File: config.mk
export PLATFORM = sky130hd
export DESIGN_NAME = mux_arbiter
export DESIGN_NICKNAME = d
export VERILOG_FILES = /design/src/rtl/mux_arbiter.sv
export SDC_FILE = /design/constraint.sdc
export NUM_CORES = 1
export LEC_CHECK = 0
export CAP_MARGIN = 25
export CORE_ASPECT_RATIO = 1.4
export CORE_UTILIZATION = 25
export CTS_CLUSTER_SIZE = 20
export DETAILED_ROUTE_END_ITERATION = 6
export PLACE_DENSITY = 0.59
export RECOVER_POWER = 100
export SYNTH_ARGS = -nofsm -noshare
export SYNTH_HDL_FRONTEND = slang
export SYNTH_SLANG_ARGS = --single-unit
File: constraint.sdc
create_clock -name clk -period 5.2 [get_ports clk]
set_input_delay 1.04 -clock clk [delete_from_list [all_inputs] [get_ports clk]]
set_output_delay 1.04 -clock clk [all_outputs]
set_load 0.01 [all_outputs]
File: src/rtl/mux_arbiter.sv
// Round-robin arbiter and sequencer for a shared 4:1 word multiplexer.
// Drives the mux select, captures the word and hands it downstream over valid/ready.
module mux_arbiter #(
  parameter int WORD_WIDTH = 16,
  parameter int MAX_BURST  = 4
) (
  input  logic                  clk,
  input  logic                  rst,
  input  logic [3:0]            req,
  output logic [1:0]            mux_sel,
  input  logic [WORD_WIDTH-1:0] mux_data,
  output logic [3:0]            ack,
  output logic [1:0]            grant_id,
  output logic                  busy,
  output logic [WORD_WIDTH-1:0] out_data,
  output logic                  out_valid,
  input  logic                  out_ready
);

  typedef enum logic [1:0] {
    IDLE,
    CAPTURE,
    SEND
  } state_t;

  localparam logic [7:0] MAX_BURST_C = 8'(MAX_BURST);

  state_t                  state, state_next;
  logic [1:0]              last_grant, last_grant_next;
  logic [1:0]              mux_sel_next, grant_id_next;
  logic [3:0]              ack_next;
  logic [7:0]              burst_cnt, burst_cnt_next;
  logic [WORD_WIDTH-1:0]   out_data_next;
  logic                    out_valid_next;

  logic [1:0]              rr_idx;
  logic [1:0]              rr_cand;
  logic                    rr_found;

  // Cyclic search from last_grant+1; the fourth candidate wraps back to last_grant itself.
  always_comb begin
    rr_idx   = last_grant;
    rr_cand  = last_grant;
    rr_found = 1'b0;
    for (int k = 1; k <= 4; k++) begin
      rr_cand = last_grant + 2'(k);
      if (!rr_found && req[rr_cand]) begin
        rr_idx   = rr_cand;
        rr_found = 1'b1;
      end
    end
  end

  // NOTE: every signal gets a default before the case so no path leaves it unassigned (no latches).
  always_comb begin
    state_next      = state;
    mux_sel_next    = mux_sel;
    grant_id_next   = grant_id;
    last_grant_next = last_grant;
    burst_cnt_next  = burst_cnt;
    out_data_next   = out_data;
    out_valid_next  = out_valid;
    ack_next        = '0;

    unique case (state)
      IDLE: begin
        if (rr_found) begin
          mux_sel_next  = rr_idx;
          grant_id_next = rr_idx;
          state_next    = CAPTURE;
        end
      end

      CAPTURE: begin
        out_data_next  = mux_data;
        out_valid_next = 1'b1;
        ack_next       = 4'b0001 << grant_id;
        burst_cnt_next = burst_cnt + 8'd1;
        state_next     = SEND;
      end

      SEND: begin
        if (out_valid && out_ready) begin
          out_valid_next = 1'b0;
          // mux_sel is left untouched so the next word of the burst is already selected.
          if (req[grant_id] && (burst_cnt < MAX_BURST_C)) begin
            state_next = CAPTURE;
          end else begin
            last_grant_next = grant_id;
            burst_cnt_next  = '0;
            state_next      = IDLE;
          end
        end
      end

      default: state_next = IDLE;
    endcase
  end

  // NOTE: sequential state uses non-blocking assignments so all registers update together.
  always_ff @(posedge clk or posedge rst) begin
    if (rst) begin
      state      <= IDLE;
      mux_sel    <= '0;
      grant_id   <= '0;
      last_grant <= 2'd3;
      burst_cnt  <= '0;
      ack        <= '0;
      out_data   <= '0;
      out_valid  <= 1'b0;
    end else begin
      state      <= state_next;
      mux_sel    <= mux_sel_next;
      grant_id   <= grant_id_next;
      last_grant <= last_grant_next;
      burst_cnt  <= burst_cnt_next;
      ack        <= ack_next;
      out_data   <= out_data_next;
      out_valid  <= out_valid_next;
    end
  end

  assign busy = (state != IDLE);

endmodule

Word-level counts from Yosys, hierarchy flattened
Index checks and enable logic that the tools add are counted.

Add/sub/neg operators: 4. Magnitude comparators: 6. Equality and inequality tests: 5. Shift-type cells: 1. Multiplexer cells: 28. Bitwise operators: 1. Reductions and logical operators: 16.

Operators by type and width (count): 8-bit 2-to-1 mux (2); 8-bit one-hot mux with 2 select lines (1); 2-bit by 3-bit < comparator with 1-bit output (second input constant) (5); 2-bit 2-to-1 mux (6); 1-bit 2-to-1 mux (11); 1-bit binary-select mux with 2-bit select (5); 8-bit by 1-bit adder with 8-bit output (second input constant) (1); 8-bit by 3-bit < comparator with 1-bit output (second input constant) (1); 2-bit inequality test (second input constant) (3); 2-bit one-hot mux with 3 select lines (1); 2-bit AND reduction (3); 3-bit AND reduction (2); 1-bit logical AND (5); 2-bit adder (second input constant) (2); 4-bit 2-to-1 mux (1); 2-bit nonzero test (2); 1-bit by 2-bit << shifter with 4-bit output (first input constant) (1); 1-bit logical NOT (3); 2-bit by 1-bit adder with 2-bit output (second input constant) (1); 2-bit by 1-bit == test with 1-bit output (second input constant) (1); 2-bit == test (second input constant) (1); 2-bit logical NOT (1); 1-bit one-hot mux with 2 select lines (1); 1-bit inverter (1).

Register bits after elaboration: 35. Bits of input ports: 23. Output and inout port bits: 26. Word-level logic and storage cells: 68.

Logic depth before layout (Yosys ltp)
Gate-level depths: netlist (run 1).

Depth in word-level cells: 15. Depth in mapped cells: 4. Depth with buffers taken out: 4.

Least setup slack after synthesis (run 1)
No wires, ideal clock.

Kind: input to register. Start point: input req[3]. End point: register last_grant[0]. Setup time: 0.082 ns. Arrival: 2.159 ns. Data required time: 5.118 ns. Path slack: 2.959 ns. Stages on the path: 3. Buffers on the path: 0. Path through: mux4_2 a31oi_4 mux2_4.

Longest elaborated chain between the ends: 5.

RTL lines: from (decl) (line 9) `input logic [3:0] req,`; 1-bit binary-select mux with 2-bit select (line 86) `if (req[grant_id] && (burst_cnt < MAX_BURST_C)) begin`; 1-bit 2-to-1 mux (implied by the code) (line 86); 1-bit logical AND (line 86); 1-bit inverter (no line); 3-bit AND reduction (no line); to (signal assigned) (line 115) `last_grant <= last_grant_next;`; to (decl) (line 29) `logic [1:0] last_grant, last_grant_next;`.

No other way between the ends. The select of a mux whose other input is x is not followed. A chain may end at the register's enable or synchronous reset.

==> results of run 1 <==
## logic make-up after synthesis
logic type | Yosys count
and+or+nand+nor | 90
DFF | 35
AOI/OAI and AO/OA | 20
buffers and inverters | 10
muxes | 4
xor gates and xnor gates | 1
adders and majority gates | 1
## worst min-delay path by stage
| stage | start | endpoint | cells past startpoint |
|---|---|---|---|
| finish | out_data[8] | out_data[8] | 2 |
| global route | out_data[13] | out_data[13] | 2 |
| CTS | out_data[8] | out_data[8] | 2 |
| detailed placement | out_data[8] | out_data[8] | 2 |
| global placement | out_data[10] | out_data[10] | 2 |
| floorplan | out_data[0] | out_data[0] | 2 |
## cells in the final DEF (no fill, tap or decap), types with 2 or more instances in the layout
cell / instances
dlygate4sd3_1: 29
nand3b_1: 4
nor2b_1: 2
nand2b_1: 2
dfrtp_1: 33
clkbuf_8: 5
nor3b_1: 2
mux2_4: 2
nand4b_1: 2
nand3_1: 2
a21oi_1: 7
o21ai_0: 5
dfstp_2: 2
inv_1: 4
or4_1: 3
nand2_1: 58
or3_1: 3
o31ai_1: 2
clkbuf_1: 2
clkdlybuf4s50_1: 19
nor2_1: 8
## state kept, by name (all words and copies together) (netlist names)
signal	count
burst_cnt	8
ack	4
grant_id	2
state	2
out_valid	1
out_data	16
last_grant	2
## metal layers
layer,vias up,track usage [%]
met5,-,0
met4,0,5.61
met3,5,4.19
met2,31,19.9
met1,617,17.1
li1,640,-
## final cells by class
type | instances | area share, %
inverters | 4 | 0.680
clock buffers | 5 | 3.12
repair buffers | 50 | 22.1
flip-flops and latches | 35 | 39.8
clock inverters | 3 | 2.15
multi-input cells | 116 | 28.2
well taps | 70 | 3.97
## power groups by stage
stage | Sequential, mW | Clock [mW] | Combinational [mW]
floorplan | 0.530 | 0 | 0.283
global placement | 0.517 | 0 | 0.562
detailed placement | 0.516 | 0 | 0.571
CTS | 0.515 | 0.264 | 0.573
global route | 0.531 | 0.276 | 0.574
finish | 0.509 | 0.258 | 0.513
## worst max-delay path: stages
cell           delay, ns
dlygate4sd3_1       0.53
inv_1               0.05
clkbuf_1            1.38
==> impl_metrics.csv, run 1 <==
group,metric,value,unit
logic_synthesis,post_synth_main_area_contributors,"dfrtp_1, nand2_1, dfstp_2",
pwr,p_leak,1.01,nW
run,drv_cap,1,
logic_synthesis,netlist_area,0.00156,mm²
logic_synthesis,synth-compound-area-share,9.13,%
pwr,design_power_total,1.28,mW
cts,cts_made_buffers,5,
sta,setup_slack,2.21,ns
logic_synthesis,yosys_warnings,0,
setup_path,critPathLaunchType,"input port",
layout,final_nets,236,
pwr,ir_drop,209,µV
floorplan,num_io_pins,49,
placement,dpl.hpwl,2490,µm
grt,grt_overflow_total,0,
setup_path,category_of_the_critical_setup_timing_path,"input port to async pin",
grt,maximum_number_of_pins_on_one_net_before_global_route_repair,36,
layout,finalInstanceArea,0.00221,mm²
layout,final-seq-area,878,µm²
setup_path,critical_path_required,5.22,ns
layout,post_layout_nonfiller_instances,283,
route,drt_drc_violations_left,0,
logic_synthesis,ys_async_sr_fraction,100,%
placement,dpl.cell_count,275,
grt,grt_pass1_wl,6190,µm
setup_path,rrSetupSlack,2.97,ns
cts,cts_tree,"yes",
grt,grt_pass1_vias,1260,
route,per_cell_via_count_in_the_routed_design,4.57,
sta,worst_slew_margin_rel,-28.8,%
cts,max-clock-path-buffers,2,
logic_synthesis,synth_sequential_area_ratio,56.3,%
route,wl_met1,1670,µm
route,detailedRoute.firstPassIterationCount,4,
pwr,pwr_density_cell,579,mW/mm²
logic_synthesis,muxShareOfSynthArea,4.01,%
run_status,result_of_the_run,"complete, but fails checks",
logic_synthesis,synthesis.instances,161,
floorplan,floorplan.core_area,0.00595,mm²
setup_path,endpoint_kind,"async pin",
logic_synthesis,synth_adder_area_share,0.801,%
layout,fraction_of_layout_cells_with_a_size_suffix_above_1,7.04,%
pwr,share_seq_of_total_power,39.8,%
cts,cts_root_buf,"clkbuf_8",
cts,number_of_clock_sinks,35,
cts,cts.reportedPaths.clkPinSlew,0.08,ns
route,antenna_left,0,
cts,hold_buffers,0,
pwr,netSwitchingFraction,37.4,%
logic_synthesis,syn_nets,185,
logic_synthesis,yosys_register_bits,35,
route,met3RoutedLength,188,µm
route,wire_per_inst,13.0,µm
sta,maxSlewViolCount,36,
sta,timing.hold.ws,0.470,ns
setup_path,arrival,3.01,ns
logic_synthesis,synth.top_cells.by_count,"nand2_1, dfrtp_1, nor2_1",
cts,postCtsSetupRepairBufs,0,
placement,port_buffers,48,
layout,num-fill-cells,642,
floorplan,rows,33,
setup_path,worst-path-max-fanout,35,
grt,gr-usage-all-layers,13.2,%
layout,multi_input_comb_area,623,µm²
cts,postCtsResizedCells,0,
logic_synthesis,synth_area_per_cell,9.70,µm²
logic_synthesis,post_synth_xor_area_fraction,0.561,%
logic_synthesis,synth_edf_count,0,
pwr,power.share.combinational,40.1,%
layout,antenna-diode-count,0,
hold_path,worstHoldPathType,"flop to flop",
placement,preCtsSetupSlack,2.34,ns
placement,postPlaceCellArea,0.00211,mm²
logic_synthesis,yosysUniqueCellTypes,33,
sta,post-route-min-period,2.99,ns
sta,timing.fmax,335,MHz
pwr,internal_cell_power,0.800,mW
layout,finalCoreUtilization,37.1,%
sta,clock-skew-final,0.0107,ns
floorplan,die_w,68.8,µm
floorplan,die_y,95.5,µm
route,drt_iter0_markers,22,
layout,area_delta_synth_final,41.4,%
sta,report.final.hold_viol_count,0,
pwr,clkPwrFrac,20.2,%
logic_synthesis,post_synth_and_or_nand_nor_area_fraction,26.4,%
sta,grt_setup_unrepaired,"no",
route,totalWireLength,3680,µm
route,met2_wirelength,1760,µm
grt,initial_antenna_violation_count,0,
setup_path,r2r.worst_path.cells,3,
setup_path,endpoint,"grant_id[0]",
logic_synthesis,yosysTopAreaCell,"dfrtp_1",
floorplan,floorplan.die_area,0.00657,mm²
logic_synthesis,yosysMostFrequentCell,"nand2_1",
sta,max_slew.worst_pin.slew,1.93,ns
sta,setup_total_negative_slack,0,ns
route,highest-signal-layer,"met4",
cts,worstSkewPairLatency,0.29,ns
run_status,violations,"capacitance limit, slew limit",
sta,final.period_utilization,57.5,%
logic_synthesis,synth.top_cell.area_share,52.9,%
setup_path,rr_endpoint,"last_grant[0]",
placement,finalWeightedCongestion,0.740,
sta,number_of_failing_setup_endpoints_in_the_final_timing_report,0,
cts,cts.htree.levels,2,
pwr,switchingPower,0.479,mW
floorplan,initial_core_util,26.3,%
setup_path,worst_setup_path_startpoint,"rst",
route,dr_total_vias,1293,
logic_synthesis,largest_family_of_logic_cells_by_synthesized_area,"simple AND/OR/NAND/NOR gates",
setup_path,r2r-start,"grant_id[1]",
logic_synthesis,synth_top_flop_cell,"dfrtp_1",
Power figures use the tool's default switching activity.
==> run 2: changes to the inputs <==
Settings changed: PLACE_DENSITY 0.59 to 0.61.
Clock period 5.2 ns to 2.4 ns, I/O delays scaled along.
==> impl_metrics.csv, run 2 (synthesized netlist as in run 1, its figures left out) <==
group,metric,value,unit
setup_path,arrival,1.68,ns
run,drv_cap,0,
layout,antenna-diode-count,0,
cts,cts_made_buffers,5,
sta,clock-skew-final,0.00764,ns
pwr,pwr_density_cell,1250,mW/mm²
route,wire_per_inst,12.5,µm
placement,finalWeightedCongestion,0.728,
layout,multi_input_comb_area,631,µm²
cts,cts_tree,"yes",
cts,cts.reportedPaths.clkPinSlew,0.07,ns
route,drt_drc_violations_left,0,
pwr,internal_cell_power,1.76,mW
route,dr_total_vias,1321,
layout,post_layout_nonfiller_instances,286,
layout,finalCoreUtilization,37.5,%
floorplan,die_w,68.8,µm
pwr,p_leak,1.01,nW
grt,maximum_number_of_pins_on_one_net_before_global_route_repair,36,
layout,layout.cells.most_common,"nand2_1",
layout,fraction_of_layout_cells_with_a_size_suffix_above_1,6.94,%
cts,cts_root_buf,"clkbuf_8",
cts,cts.htree.levels,2,
floorplan,floorplan.die_area,0.00657,mm²
layout,max_flop_register,"out_data",
hold_path,worstHoldPathType,"flop to flop",
sta,worst_slew_margin_rel,37.0,%
sta,post-route-min-period,2.16,ns
layout,final-seq-area,878,µm²
setup_path,r2r.worst_path.cells,3,
sta,final.period_utilization,89.9,%
floorplan,initial_core_util,26.3,%
grt,gr-usage-all-layers,12.8,%
sta,grt_setup_unrepaired,"no",
pwr,netSwitchingFraction,36.8,%
layout,area_delta_synth_final,42.8,%
route,drt_iter0_markers,49,
cts,worstSkewPairLatency,0.28,ns
route,per_cell_via_count_in_the_routed_design,4.62,
sta,number_of_failing_setup_endpoints_in_the_final_timing_report,0,
sta,setup_total_negative_slack,0,ns
grt,grt_pass1_wl,6000,µm
setup_path,category_of_the_critical_setup_timing_path,"flop to output pin",
route,antenna_left,0,
layout,commonest_non_fill_non_tap_cells_in_the_layout,"nand2_1, dfrtp_1, dlygate4sd3_1, clkdlybuf4s50_1, nor2_1",
cts,postCtsResizedCells,0,
layout,num-fill-cells,625,
sta,maxSlewViolCount,0,
setup_path,critPathLaunchType,"flop",
route,detailedRoute.firstPassIterationCount,4,
placement,port_buffers,48,
floorplan,rows,33,
layout,largest_register_ffs,16,
cts,postCtsSetupRepairBufs,0,
layout,final_nets,239,
sta,report.final.hold_viol_count,0,
route,totalWireLength,3560,µm
grt,grt_pass1_vias,1203,
layout,registers_with_the_most_flip_flops,"out_data: 16 flops, burst_cnt: 8 flops, ack: 4 flops",
placement,dpl.cell_count,278,
placement,dpl.hpwl,2430,µm
hold_path,cell_count_of_the_worst_hold_path,2,
sta,timing.fmax,464,MHz
cts,max-clock-path-buffers,2,
sta,max_slew.worst_pin.slew,0.945,ns
floorplan,die_y,95.5,µm
floorplan,floorplan.core_area,0.00595,mm²
run_status,result_of_the_run,"complete, no violations",
pwr,share_seq_of_total_power,38.9,%
setup_path,worst-path-max-fanout,8,
pwr,clkPwrFrac,19.7,%
pwr,switchingPower,1.02,mW
floorplan,num_io_pins,49,
pwr,power.share.combinational,41.5,%
cts,hold_buffers,0,
grt,grt_overflow_total,0,
cts,number_of_clock_sinks,35,
pwr,ir_drop,466,µV
setup_path,endpoint_kind,"output pin",
grt,initial_antenna_violation_count,0,
setup_path,critical_path_required,1.92,ns
-- run 2: layout make-up --
cell class / instances / area share, %
Timing Repair Buffer: 53 / 22.4
Multi-Input combinational cell: 116 / 28.3
Clock buffer: 6 / 3.70
Sequential cell: 35 / 39.4
Inverter: 4 / 0.673
Tap cell: 70 / 3.93
Clock inverter: 2 / 1.57
-- run 2: per-layer routing --
metal,up-vias,GRT usage (%),part of all wire (%)
li1,657,-,-
met1,632,15.8,44
met2,28,20.0,50
met3,4,4.07,4.2
met4,0,5.61,1.5
met5,-,0,0
-- run 2: worst paths after layout --
check	from	end	slack, ns
min reg2reg	out_data[10]	out_data[10]	0.47
max reg2reg	grant_id[0]	last_grant[0]	0.71
min	out_data[10]	out_data[10]	0.47
max	state[1]	busy	0.24
min in group asynchronous	rst	out_data[1]	0.90
max in group asynchronous	rst	out_data[9]	0.95
-- run 2: per-stage QoR --
stage          total power, mW  cell area (µm²)  hold slack [ns]  worst slack, ns
5_1_grt                   3.02             2230            0.489            0.163
6_report                  2.78             2230            0.468            0.243
2_1_floorplan             1.76             1560            0.514            0.629
3_3_place_gp              2.38             2140            0.458            0.181
4_1_cts                   2.96             2250            0.480            0.361
3_5_place_dp              2.39             2140            0.461            0.164
-- run 2: power groups by stage --
stage	registers [mW]	clock network [mW]	logic (mW)
after floorplan	1.15	0	0.612
after global placement	1.10	0	1.28
after detailed placement	1.10	0	1.29
after CTS	1.09	0.573	1.30
after global routing	1.13	0.597	1.29
final	1.08	0.547	1.15
-- run 2: critical path, cell delays in order, from the launching register on --
cell and delay (ns):
dfrtp_1 0.45, nor2_1 0.27, inv_1 0.06, dlygate4sd3_1 0.60
